### src/rtl/falafel_pkg.sv
// Shared falafel types and constants, including the client arbiter's state,
// request record and client limit.
package falafel_pkg;

  localparam int unsigned DATA_W          = 32;
  localparam int unsigned ARB_MAX_CLIENTS = 16;

  typedef enum logic [1:0] {
    IDLE,
    ISSUE,
    WAIT,
    DELIVER
  } arb_state_e;

  typedef struct packed {
    logic              is_alloc;
    logic [DATA_W-1:0] data;
  } client_req_t;

endpackage

### src/rtl/falafel_rr_picker.sv
// Combinational round-robin picker: first asserted request at or after ptr_i,
// wrapping around the client range.
module falafel_rr_picker #(
  parameter int unsigned NUM_CLIENTS = 4,
  parameter int unsigned IDX_W       = $clog2(NUM_CLIENTS)
) (
  input  logic [NUM_CLIENTS-1:0] req_i,
  input  logic [IDX_W-1:0]       ptr_i,
  output logic [IDX_W-1:0]       grant_idx_o,
  output logic                   any_o
);

  int unsigned cand;

  always_comb begin
    grant_idx_o = '0;
    any_o       = 1'b0;
    cand        = 0;
    for (int unsigned i = 0; i < NUM_CLIENTS; i++) begin
      // ptr_i is always below NUM_CLIENTS, so one subtraction folds the wrap.
      cand = 32'(ptr_i) + i;
      if (cand >= NUM_CLIENTS) begin
        cand = cand - NUM_CLIENTS;
      end
      if (!any_o && req_i[IDX_W'(cand)]) begin
        any_o       = 1'b1;
        grant_idx_o = IDX_W'(cand);
      end
    end
  end

endmodule

### src/rtl/falafel_client_arbiter.sv
// Round-robin front end sharing the falafel allocator between NUM_CLIENTS
// requesters, one outstanding transaction at a time with a response watchdog.
module falafel_client_arbiter
  import falafel_pkg::*;
#(
  parameter int unsigned NUM_CLIENTS    = 4,
  parameter int unsigned TIMEOUT_CYCLES = 1024
) (
  input  logic                          clk_i,
  input  logic                          rst_i,
  input  logic [NUM_CLIENTS-1:0]        cl_req_val_i,
  output logic [NUM_CLIENTS-1:0]        cl_req_rdy_o,
  input  logic [NUM_CLIENTS-1:0]        cl_req_is_alloc_i,
  input  logic [NUM_CLIENTS*DATA_W-1:0] cl_req_data_i,
  output logic [NUM_CLIENTS-1:0]        cl_rsp_val_o,
  input  logic [NUM_CLIENTS-1:0]        cl_rsp_rdy_i,
  output logic [DATA_W-1:0]             cl_rsp_data_o,
  output logic                          cl_rsp_err_o,
  output logic                          fa_req_val_o,
  input  logic                          fa_core_rdy_i,
  output logic                          fa_is_alloc_o,
  output logic [DATA_W-1:0]             fa_addr_to_free_o,
  output logic [DATA_W-1:0]             fa_size_o,
  input  logic                          fa_rsp_val_i,
  input  logic [DATA_W-1:0]             fa_rsp_data_i
);

  localparam int unsigned     IDX_W    = $clog2(NUM_CLIENTS);
  localparam int unsigned     CNT_W    = $clog2(TIMEOUT_CYCLES);
  localparam logic [CNT_W-1:0] CNT_LAST = CNT_W'(TIMEOUT_CYCLES - 1);
  localparam logic [IDX_W-1:0] IDX_LAST = IDX_W'(NUM_CLIENTS - 1);

  arb_state_e        state_q, state_d;
  logic [IDX_W-1:0]  rr_ptr_q, rr_ptr_d;
  logic [IDX_W-1:0]  owner_q, owner_d;
  client_req_t       req_q, req_d;
  logic [CNT_W-1:0]  cnt_q, cnt_d;
  logic [DATA_W-1:0] rsp_data_q, rsp_data_d;
  logic              rsp_err_q, rsp_err_d;

  logic [IDX_W-1:0]  grant_idx;
  logic              any_req;
  logic [DATA_W-1:0] cl_data [NUM_CLIENTS];

  always_comb begin
    for (int unsigned i = 0; i < NUM_CLIENTS; i++) begin
      cl_data[i] = cl_req_data_i[i*DATA_W +: DATA_W];
    end
  end

  falafel_rr_picker #(
    .NUM_CLIENTS (NUM_CLIENTS),
    .IDX_W       (IDX_W)
  ) u_picker (
    .req_i       (cl_req_val_i),
    .ptr_i       (rr_ptr_q),
    .grant_idx_o (grant_idx),
    .any_o       (any_req)
  );

  always_comb begin
    state_d      = state_q;
    rr_ptr_d     = rr_ptr_q;
    owner_d      = owner_q;
    req_d        = req_q;
    cnt_d        = cnt_q;
    rsp_data_d   = rsp_data_q;
    rsp_err_d    = rsp_err_q;
    cl_req_rdy_o = '0;
    cl_rsp_val_o = '0;
    fa_req_val_o = 1'b0;

    unique case (state_q)
      IDLE: begin
        // Ready is combinational, so it must be masked while reset is held.
        if (any_req && !rst_i) begin
          cl_req_rdy_o[grant_idx] = 1'b1;
          owner_d                 = grant_idx;
          req_d.is_alloc          = cl_req_is_alloc_i[grant_idx];
          req_d.data              = cl_data[grant_idx];
          if (cl_req_is_alloc_i[grant_idx] && (cl_data[grant_idx] == '0)) begin
            rsp_data_d = '0;
            rsp_err_d  = 1'b0;
            state_d    = DELIVER;
          end else begin
            state_d = ISSUE;
          end
        end
      end

      ISSUE: begin
        fa_req_val_o = 1'b1;
        if (fa_core_rdy_i) begin
          cnt_d   = '0;
          state_d = WAIT;
        end
      end

      WAIT: begin
        cnt_d = cnt_q + 1'b1;
        if (fa_rsp_val_i) begin
          rsp_data_d = fa_rsp_data_i;
          rsp_err_d  = 1'b0;
          state_d    = DELIVER;
        end else if (cnt_q == CNT_LAST) begin
          rsp_data_d = '0;
          rsp_err_d  = 1'b1;
          state_d    = DELIVER;
        end
      end

      DELIVER: begin
        cl_rsp_val_o[owner_q] = 1'b1;
        if (cl_rsp_rdy_i[owner_q]) begin
          rr_ptr_d = (owner_q == IDX_LAST) ? '0 : owner_q + 1'b1;
          state_d  = IDLE;
        end
      end

      default: state_d = IDLE;
    endcase
  end

  always_ff @(posedge clk_i) begin
    if (rst_i) begin
      state_q    <= IDLE;
      rr_ptr_q   <= '0;
      owner_q    <= '0;
      req_q      <= '0;
      cnt_q      <= '0;
      rsp_data_q <= '0;
      rsp_err_q  <= 1'b0;
    end else begin
      state_q    <= state_d;
      rr_ptr_q   <= rr_ptr_d;
      owner_q    <= owner_d;
      req_q      <= req_d;
      cnt_q      <= cnt_d;
      rsp_data_q <= rsp_data_d;
      rsp_err_q  <= rsp_err_d;
    end
  end

  assign fa_is_alloc_o     = req_q.is_alloc;
  assign fa_size_o         = req_q.is_alloc ? req_q.data : '0;
  assign fa_addr_to_free_o = req_q.is_alloc ? '0 : req_q.data;
  assign cl_rsp_data_o     = rsp_data_q;
  assign cl_rsp_err_o      = rsp_err_q;

endmodule

### config.mk
export PLATFORM = sky130hd
export DESIGN_NAME = falafel_client_arbiter
export DESIGN_NICKNAME = d
export VERILOG_FILES = /design/src/rtl/falafel_pkg.sv /design/src/rtl/falafel_rr_picker.sv /design/src/rtl/falafel_client_arbiter.sv
export SDC_FILE = /design/constraint.sdc
export NUM_CORES = 1
export LEC_CHECK = 0
export CORE_MARGIN = 4
export CORE_UTILIZATION = 35
export DETAILED_ROUTE_END_ITERATION = 10
export DONT_BUFFER_PORTS = 1
export SETUP_SLACK_MARGIN = 0.2
export SKIP_CTS_REPAIR_TIMING = 1
export SYNTH_ARGS = -nofsm -noshare
export SYNTH_HDL_FRONTEND = slang
export SYNTH_SLANG_ARGS = --single-unit
### constraint.sdc
create_clock -name clk_i -period 9.65 [get_ports clk_i]
set_clock_uncertainty 0.2 [all_clocks]
set_input_delay 2.4125 -clock clk_i [delete_from_list [all_inputs] [get_ports clk_i]]
set_output_delay 2.4125 -clock clk_i [all_outputs]
set_load 0.05 [all_outputs]
==> results.sh, run 1 <==
export IMPL_cts_max_level=3
export IMPL_final_fill_count=1490
export IMPL_die_h_um=130
export IMPL_synth_area_mux_share=0.262
export IMPL_tns_ps=0
export IMPL_ys_ff_latch=82
export IMPL_dp_cells=732
export IMPL_drc=0
export IMPL_drv_slew=0
export IMPL_start_util=0.358
export IMPL_clk_pin_slew_ps=70
export IMPL_fin_area_mm2=0.00558
export IMPL_cp_arrival_ps=4090
export IMPL_cp_start_kind="primary input"
export IMPL_mostFrequentLayoutCells="mux2i_1, dfxtp_1, nand2_1"
export IMPL_place_area_mm2=0.00525
export IMPL_period_minus_slack_ps=6700
export IMPL_clock_tree_root_cell="clkbuf_16"
export IMPL_synth_edf_count=0
export IMPL_met1_length_um=5760
export IMPL_port_buffers=0
export IMPL_p_comb_frac=0.411
export IMPL_cts_sinks=82
export IMPL_vdd_ir_drop_max_mv=0.122
export IMPL_first_pass_iters=4
export IMPL_gp_congestion=0.775
export IMPL_clkPwrFrac=0.272
export IMPL_cp_cell_sequence="nor2_1 > nand2_2 > buf_4 > or3_1 > nor2_1"
export IMPL_synth_simple_area_share=0.270
export IMPL_nNetsFinal=745
export IMPL_cp_common_cell="nor2_1"
export IMPL_power_density_mw_per_mm2=252
export IMPL_tightest_slew_ps=1150
export IMPL_ant_nets=0
export IMPL_diodes=0
export IMPL_dr_total_vias=4042
export IMPL_synth_xor_area_frac=0.0135
export IMPL_cts_made_buffers=9
export IMPL_fmax_mhz=149
export IMPL_synth_distinct_cells=42
export IMPL_max_stage_delay_ps=700
export IMPL_fin_crit_sh=0.694
export IMPL_grt_overflow=0
export IMPL_clockBufferDepth=2
export IMPL_maxSlewHeadroom=0.235
export IMPL_power_leakage_nw=2.03
export IMPL_async_flop_share=0
export IMPL_power_switching_mw=0.641
export IMPL_synth_fa_ha_area_frac=0.0240
export IMPL_syn_area_mm2=0.00520
export IMPL_p_sw_frac=0.457
export IMPL_yosysWarningCount=0
export IMPL_final_setup_viol_count=0
export IMPL_core_area_mm2=0.0145
export IMPL_hold_class="reg2reg"
export IMPL_seqPwrFrac=0.317
export IMPL_final_cells=748
export IMPL_drive_gt1_frac=0.106
export IMPL_initialDrtViolationCount=196
export IMPL_grt_max_degree=80
export IMPL_wire_per_inst_um=19.4
export IMPL_ys_flop_type="dfxtp_1"
export IMPL_crit_slowest_cell="nor2_1"
export IMPL_path_class="in2out"
export IMPL_syn_inst=585
export IMPL_cts_tree="done"
export IMPL_dr_wl_met3_um=941
export IMPL_wl_met2_um=7600
export IMPL_avgSynthCellArea_um2=8.90
export IMPL_syn2layout_area_growth_pct=7.14
export IMPL_fin_ws_ps=2950
export IMPL_die_area_mm2=0.0169
export IMPL_max_cap_violations=0
export IMPL_ioPinCount=283
export IMPL_synth_top_family_by_area="simple AND/OR/NAND/NOR gates"
export IMPL_die_w_um=130
export IMPL_synth_compound_area_frac=0.0651
export IMPL_grt_pass1_vias=4142
export IMPL_grtUsageTotal=0.163
export IMPL_crit_path_end_kind="primary output"
export IMPL_wl_um=14500
export IMPL_mostFrequentLayoutCell="mux2i_1"
export IMPL_topRoutingLayerUsed="met5"
export IMPL_antenna_found_initial=1
export IMPL_viasPerCell=5.40
export IMPL_hold_violations=0
export IMPL_cp_top_family="simple AND/OR/NAND/NOR gates"
export IMPL_hpwl_um=11200
export IMPL_num_rows=44
export IMPL_critPathMaxFanout=79
export IMPL_pre_cts_slack_ps=2830
export IMPL_status="finished clean"
export IMPL_grt_pass1_wl_um=21600
export IMPL_worst_ep_required_time_ps=7040
export IMPL_p_int_mw=0.763
export IMPL_syn_num_nets=771
export IMPL_rsz0062_at_grt="no"
export IMPL_critical_path_buf_inv_count=1
export IMPL_seq_area_frac_synth=0.315
export IMPL_worstSkewPairLatency_ps=330
[per-stage QoR]
step | power, mW | hold slack [ps] | util
after global routing | 1.48 | 316 | 0.384
final | 1.40 | 288 | 0.384
after global placement | 1.02 | 272 | 0.361
after detailed placement | 1.03 | 273 | 0.361
after floorplan | 0.956 | 253 | -
after CTS | 1.42 | 287 | 0.384
[cell type report]
type	count	area, um^2	share of cell area
multi-input combinational	453	3300	0.593
sequential	82	1640	0.295
tap	184	230	0.0413
clock buffer	9	225	0.0404
clock inverter	7	106	0.0191
timing repair buffer	5	37.5	0.00673
inverter	8	30.0	0.00538
[cells in the mapped netlist, drive strengths merged, types with 2 or more instances]
library cell / instances / share of area
nor2: 26 / 0.020
nand4: 7 / 0.0084
inv: 8 / 0.0058
clkbuf: 29 / 0.021
or3: 3 / 0.0036
a211oi: 2 / 0.0029
o21ai: 37 / 0.036
xor2: 7 / 0.012
ha: 10 / 0.024
mux2: 30 / 0.065
dfxtp: 82 / 0.32
nand3: 6 / 0.0058
nor2b: 32 / 0.038
nand2b: 36 / 0.043
o22ai: 2 / 0.0048
nand2: 58 / 0.042
a21oi: 8 / 0.0084
buf: 13 / 0.024
and2: 37 / 0.044
mux2i: 100 / 0.19
o21a: 2 / 0.0029
nand3b: 34 / 0.049
[metal layers]
metal,vias to the layer above,track usage
li1,1956,-
met1,1922,0.187
met2,146,0.296
met3,16,0.0483
met4,2,0.0434
met5,-,0
[worst paths after layout]
path                     from           endpoint  slack, ps  depth (start not counted)
setup / recovery        rst_i    cl_req_rdy_o[1]       2950                          5
hold / removal       req_q[1]           req_q[1]        290                          2
setup reg to reg  rr_ptr_q[1]  cl_rsp_data_o[13]       4690                         12
hold reg to reg      req_q[1]           req_q[1]        290                          2
[flip-flops by register name (all words and copies together), names as in the netlist]
| name | cells |
|---|---|
| state_q | 2 |
| owner_q | 2 |
| cnt_q | 10 |
| cl_rsp_err_o | 1 |
| fa_is_alloc_o | 1 |
| rr_ptr_q | 2 |
| req_q | 32 |
| cl_rsp_data_o | 32 |
[power groups by stage]
stage                     registers, mW  logic [mW]  clock network, mW
final                             0.445       0.577              0.381
after floorplan                   0.436       0.520                  0
after global routing              0.452       0.616              0.411
after CTS                         0.445       0.581              0.395
after detailed placement          0.451       0.579                  0
after global placement            0.450       0.569                  0
[worst register-to-register path: stages, from the launching register on]
cell and delay, ps:
dfxtp_1 480, mux2i_1 270, o22ai_2 140, nor2_4 580, buf_4 700, mux2i_1 280
mux2_2 180, nand4_1 70, or3_1 390, or4b_4 600, o31ai_4 190, buf_4 490
mux2i_1 310
[cell families (layout without fill, tap and decap cells)]
logic type | count (synthesis) | after routing
muxes | 131 | 131
AOI/OAI and AO/OA | 56 | 56
adders and majority gates | 10 | 10
and+or+nand+nor | 248 | 248
DFF | 82 | 82
buffers and inverters | 50 | 29
xor gates and xnor gates | 8 | 8
(Power assumes the default switching activity.)
==> run 2: changes to the inputs <==
==> constraint.sdc (replaced) <==
create_clock -name clk_i -period 5.4 [get_ports clk_i]
set_clock_uncertainty 0.2 [all_clocks]
set_input_delay 1.35 -clock clk_i [delete_from_list [all_inputs] [get_ports clk_i]]
set_output_delay 1.35 -clock clk_i [all_outputs]
set_load 0.05 [all_outputs]
==> run 2 against run 1 <==
Compared with the run above: power grew 76%; routed wire length grew 2.3%; worst setup slack lost 2000 ps; final cell count grew 0.94%; critical path type is now in2reg; largest power group unchanged; critical endpoint is now cl_rsp_data_o[13]; non-clock buffer count grew 7; count of clock-buffer cells in the layout grew 2; die area is the same; largest cell class unchanged.
==> results.sh, run 2 (synthesis results as in run 1) <==
export IMPL_status="finished clean"
export IMPL_fin_crit_sh=0.822
export IMPL_busiest_layer="met2"
export IMPL_crit_slowest_cell="or4b_4"
export IMPL_die_area_mm2=0.0169
export IMPL_grtUsageTotal=0.171
export IMPL_critical_path_buf_inv_count=2
export IMPL_port_buffers=0
export IMPL_die_w_um=130
export IMPL_rsz0062_at_grt="no"
export IMPL_hpwl_um=11500
export IMPL_cp_top_family="simple AND/OR/NAND/NOR gates"
export IMPL_path_class="in2reg"
export IMPL_power_density_mw_per_mm2=440
export IMPL_drive_gt1_frac=0.116
export IMPL_wire_per_inst_um=19.7
export IMPL_grt_overflow=0
export IMPL_cp_start_kind="primary input"
export IMPL_num_rows=44
export IMPL_vdd_ir_drop_max_mv=0.205
export IMPL_ioPinCount=283
export IMPL_max_stage_delay_ps=600
export IMPL_cts_sinks=82
export IMPL_first_pass_iters=5
export IMPL_drc=0
export IMPL_cp_arrival_ps=4500
export IMPL_tns_ps=0
export IMPL_grt_pass1_wl_um=22300
export IMPL_final_fill_count=1487
export IMPL_tightest_slew_ps=1160
export IMPL_power_leakage_nw=2.06
export IMPL_max_cap_violations=0
export IMPL_wl_um=14900
export IMPL_antenna_found_initial=0
export IMPL_dp_cells=739
export IMPL_final_cells=755
export IMPL_maxSlewHeadroom=0.230
export IMPL_diodes=0
export IMPL_gp_congestion=0.793
export IMPL_die_h_um=130
export IMPL_clock_tree_root_cell="clkbuf_16"
export IMPL_grt_pass1_vias=4271
export IMPL_period_minus_slack_ps=4440
export IMPL_cts_tree="done"
export IMPL_hold_class="reg2reg"
export IMPL_initialDrtViolationCount=171
export IMPL_grt_use_met1=0.197
export IMPL_clockBufferDepth=2
export IMPL_fmax_mhz=225
export IMPL_crit_path_end_kind="register"
export IMPL_cp_cell_sequence="mux2i_1 > o22ai_2 > nor2_4 > buf_12 > mux2i_1 > mux2i_1 > nand4bb_1 > or3_1 > or4b_4 > o31ai_4 > buf_12 > mux2i_1"
export IMPL_grtUsageMet2=0.304
export IMPL_reg2reg_depth=12
export IMPL_mostFrequentLayoutCell="mux2i_1"
export IMPL_core_area_mm2=0.0145
export IMPL_syn2layout_area_growth_pct=8.10
export IMPL_clk_pin_slew_ps=60
export IMPL_dr_total_vias=4009
export IMPL_cp_common_cell="mux2i_1"
export IMPL_critPathMaxFanout=66
export IMPL_grt_max_degree=80
export IMPL_mostFrequentLayoutCells="mux2i_1, dfxtp_1, nand2_1"
export IMPL_nNetsFinal=752
export IMPL_ant_nets=0
export IMPL_hold_depth=2
export IMPL_drv_slew=0
export IMPL_worstSkewPairLatency_ps=340
export IMPL_final_setup_viol_count=0
export IMPL_hold_violations=0
export IMPL_cts_max_level=3
export IMPL_cts_made_buffers=9
export IMPL_viasPerCell=5.31
export IMPL_worst_ep_required_time_ps=5470
export IMPL_use_met3=0.0508
export IMPL_start_util=0.358
export IMPL_crit_cells=12
[run 2: changes by cell type in the layout (fill, tap and decap cells not counted), sizes merged]
| cell | before | now |
|---|---|---|
| buf | 5 | 12 |
| inv | 12 | 9 |
| clkbuf | 9 | 11 |
| clkinv | 1 | 3 |
| bufinv | 2 | 1 |
[run 2: per-layer routing]
| metal | vias to the layer above | part of all wire |
|---|---|---|
| met5 | - | 0 |
| met4 | 0 | 0.020 |
| met3 | 17 | 0.062 |
| met2 | 163 | 0.52 |
| met1 | 1861 | 0.39 |
| li1 | 1968 | - |
[run 2: final timing paths]
check,start,to,slack (ps)
max reg2reg,rr_ptr_q[1],cl_rsp_data_o[13],1390
min reg2reg,req_q[19],req_q[19],290
min,req_q[19],req_q[19],290
max,cl_req_val_i[2],cl_rsp_data_o[13],960
[run 2: metrics by stage]
step / worst slack, ps / area (um^2) / util / total power, mW / hold WS, ps
after floorplan: 965 / 5200 / - / 1.71 / 253
after global placement: 644 / 5320 / 0.366 / 1.84 / 271
after detailed placement: 543 / 5320 / 0.366 / 1.86 / 279
after CTS: 911 / 5630 / 0.387 / 2.51 / 292
after global routing: 769 / 5630 / 0.387 / 2.61 / 321
final: 962 / 5630 / 0.387 / 2.48 / 287
[run 2: area by class of cell]
| class | instances | area (um^2) | share of cell area |
|---|---|---|---|
| Clock inverter | 5 | 61.3 | 0.0109 |
| Multi-Input combinational cell | 453 | 3300 | 0.587 |
| Clock buffer | 11 | 243 | 0.0431 |
| Timing Repair Buffer | 12 | 115 | 0.0205 |
| Sequential cell | 82 | 1640 | 0.292 |
| Inverter | 8 | 30.0 | 0.00534 |
| Tap cell | 184 | 230 | 0.0409 |
[run 2: power breakdown]
group	internal (mW)	switching (mW)
Clock	0.374	0.261
Combinational	0.258	0.785
Sequential	0.703	0.0947
Total	1.34	1.14
[run 2: worst min-delay path, stage by stage, from the launching register on]
cell	delay [ps]
dfxtp_1	310
nand3b_1	80
nand2_1	50
==> run 3: changes to the inputs <==
==> constraint.sdc (replaced) <==
create_clock -name clk_i -period 3.6 [get_ports clk_i]
set_clock_uncertainty 0.2 [all_clocks]
set_input_delay 0.9 -clock clk_i [delete_from_list [all_inputs] [get_ports clk_i]]
set_output_delay 0.9 -clock clk_i [all_outputs]
set_load 0.05 [all_outputs]
==> run 3 against run 2 <==
Compared with the run above: the flow now finishes with violations (negative setup slack); worst hold slack hardly changed; global-route usage decreased by 0.066 points; die area unchanged; combinational power grew 76%; power rose by 65%; routed wire length grew 7.8%; largest cell class unchanged; cell area grew 11%; count of clock-buffer cells in the layout is 1 lower; critical path type unchanged; flip-flop and latch count stayed put; register-to-register slack lost 1500 ps; critical path depth increased by 2.
==> results.sh, run 3 (synthesis results as in run 1) <==
export IMPL_wire_per_inst_um=19.9
export IMPL_reg2reg_to="cl_rsp_data_o[11]"
export IMPL_mostFrequentLayoutCells="mux2i_1, dfxtp_1, nand2_1"
export IMPL_worst_r2r_setup_slack_ps=-130
export IMPL_cp_cell_sequence="mux2i_4 > o22ai_4 > nor2_4 > buf_12 > clkbuf_16 > mux2i_1 > mux2_2 > nand4_1 > or3_4 > or4b_4 > o31ai_4 > buf_6 > clkbuf_16 > mux2i_1"
export IMPL_hpwl_um=11700
export IMPL_clk_pin_slew_ps=60
export IMPL_critPathMaxFanout=8
export IMPL_p_sw_frac=0.439
export IMPL_reg2reg_depth=14
export IMPL_min_to="req_q[19]"
export IMPL_drive_gt1_frac=0.207
export IMPL_crit_path_end_kind="register"
export IMPL_fin_ws_ps=-166
export IMPL_initialDrtViolationCount=213
export IMPL_ioPinCount=283
export IMPL_num_rows=44
export IMPL_max_cap_violations=0
export IMPL_fin_util=0.431
export IMPL_final_setup_viol_count=33
export IMPL_seqPwrFrac=0.298
export IMPL_wl_um=16000
export IMPL_worstSkewPairLatency_ps=340
export IMPL_diodes=0
export IMPL_vdd_ir_drop_max_mv=0.512
export IMPL_p_int_mw=2.29
export IMPL_die_area_mm2=0.0169
export IMPL_power_density_mw_per_mm2=653
export IMPL_hold_ws_ps=287
export IMPL_p_total_mw=4.09
export IMPL_viasPerCell=5.30
export IMPL_fin_area_mm2=0.00626
export IMPL_grtUsageTotal=0.170
export IMPL_rsz0062_at_grt="yes"
export IMPL_mostFrequentLayoutCell="mux2i_1"
export IMPL_dp_cells=781
export IMPL_power_switching_mw=1.80
export IMPL_p_comb_frac=0.448
export IMPL_grt_pass1_vias=4359
export IMPL_worst_ep_required_time_ps=3670
export IMPL_hold_class="reg2reg"
export IMPL_cts_sinks=82
export IMPL_cp_start_kind="primary input"
export IMPL_die_w_um=130
export IMPL_syn2layout_area_growth_pct=20.3
export IMPL_antenna_found_initial=0
export IMPL_grt_pass1_wl_um=22600
export IMPL_crit_slowest_cell="or4b_4"
export IMPL_gp_congestion=0.816
export IMPL_cts_tree="done"
export IMPL_die_h_um=130
export IMPL_final_fill_count=1415
export IMPL_dr_total_vias=4278
export IMPL_hold_depth=2
export IMPL_status="finished with violations"
export IMPL_tightest_slew_ps=1130
export IMPL_worstHoldStart="req_q[19]"
export IMPL_clkPwrFrac=0.254
export IMPL_clock_tree_root_cell="clkbuf_16"
export IMPL_fin_crit_sh=1.05
export IMPL_cp_arrival_ps=3830
export IMPL_max_stage_delay_ps=540
export IMPL_ant_nets=0
export IMPL_nNetsFinal=804
export IMPL_power_leakage_nw=2.42
export IMPL_period_minus_slack_ps=3770
export IMPL_place_area_mm2=0.00569
export IMPL_start_util=0.358
export IMPL_r2r_start="rr_ptr_q[1]"
export IMPL_maxSlewHeadroom=0.248
export IMPL_drc=0
export IMPL_core_area_mm2=0.0145
export IMPL_final_cells=807
export IMPL_drv_slew=0
export IMPL_cts_max_level=3
export IMPL_violations="negative setup slack"
export IMPL_path_class="in2reg"
export IMPL_hold_violations=0
export IMPL_first_pass_iters=4
export IMPL_cts_made_buffers=9
export IMPL_fmax_mhz=266
export IMPL_clockBufferDepth=2
export IMPL_grt_max_degree=80
export IMPL_port_buffers=0
export IMPL_grt_overflow=0
run 3: changes by cell type in the layout (fill, tap and decap cells not counted), sizes merged:
cell and delta:
buf +47, bufinv +1, clkbuf +4, clkinv -3, clkinvlp +1, inv +2
run 3: critical path, delay by kind of cell:
kind                   cells  cell delay [ps]
AO/OA/AOI/OAI              2              300
buffers and inverters      4              660
multiplexers               4              710
AND/OR/NAND/NOR            4             1250
run 3: how the worst max path moves through the flow:
stage / start / to / slack [ps] / cells past startpoint
after floorplan: cl_req_val_i[2] / cl_rsp_data_o[10] / -330 / 13
after global placement: cl_req_val_i[2] / cl_rsp_data_o[12] / -550 / 13
after detailed placement: cl_req_val_i[2] / cl_rsp_data_o[6] / -660 / 13
after CTS: cl_req_val_i[2] / cl_rsp_data_o[10] / -300 / 13
after global routing: cl_req_val_i[0] / cl_rsp_data_o[8] / -270 / 14
final: cl_req_val_i[0] / cl_rsp_data_o[11] / -170 / 14
run 3: power by group through the flow:
stage                     Sequential [mW]  Combinational, mW  Clock [mW]
after detailed placement             1.24               1.74           0
after floorplan                      1.17               1.41           0
after global placement               1.23               1.72           0
after CTS                            1.22               1.75        1.08
final                                1.22               1.83        1.04
after global routing                 1.24               1.96        1.11
run 3: per-layer routing:
layer  part of all wire  up-vias  global-route usage
met5                  0        -                   0
met4              0.021        0              0.0623
met3              0.082       24              0.0606
met2               0.51      192               0.300
met1               0.39     1996               0.189
li1                   -     2066                   -
run 3: final cells by class:
cell class	count	area (um^2)	share of cell area
Multi-Input combinational cell	453	3380	0.539
Sequential cell	82	1640	0.262
Timing Repair Buffer	64	646	0.103
Clock buffer	10	239	0.0382
Tap cell	184	230	0.0368
Clock inverter	6	96.3	0.0154
Inverter	8	30.0	0.00479
run 3: stage by stage:
stage               setup WS (ps)  TNS (ps)
finish                       -166     -4620
global route                 -271     -8250
CTS                          -305     -9120
detailed placement           -661    -21360
global placement             -550    -18290
floorplan                    -334    -10400
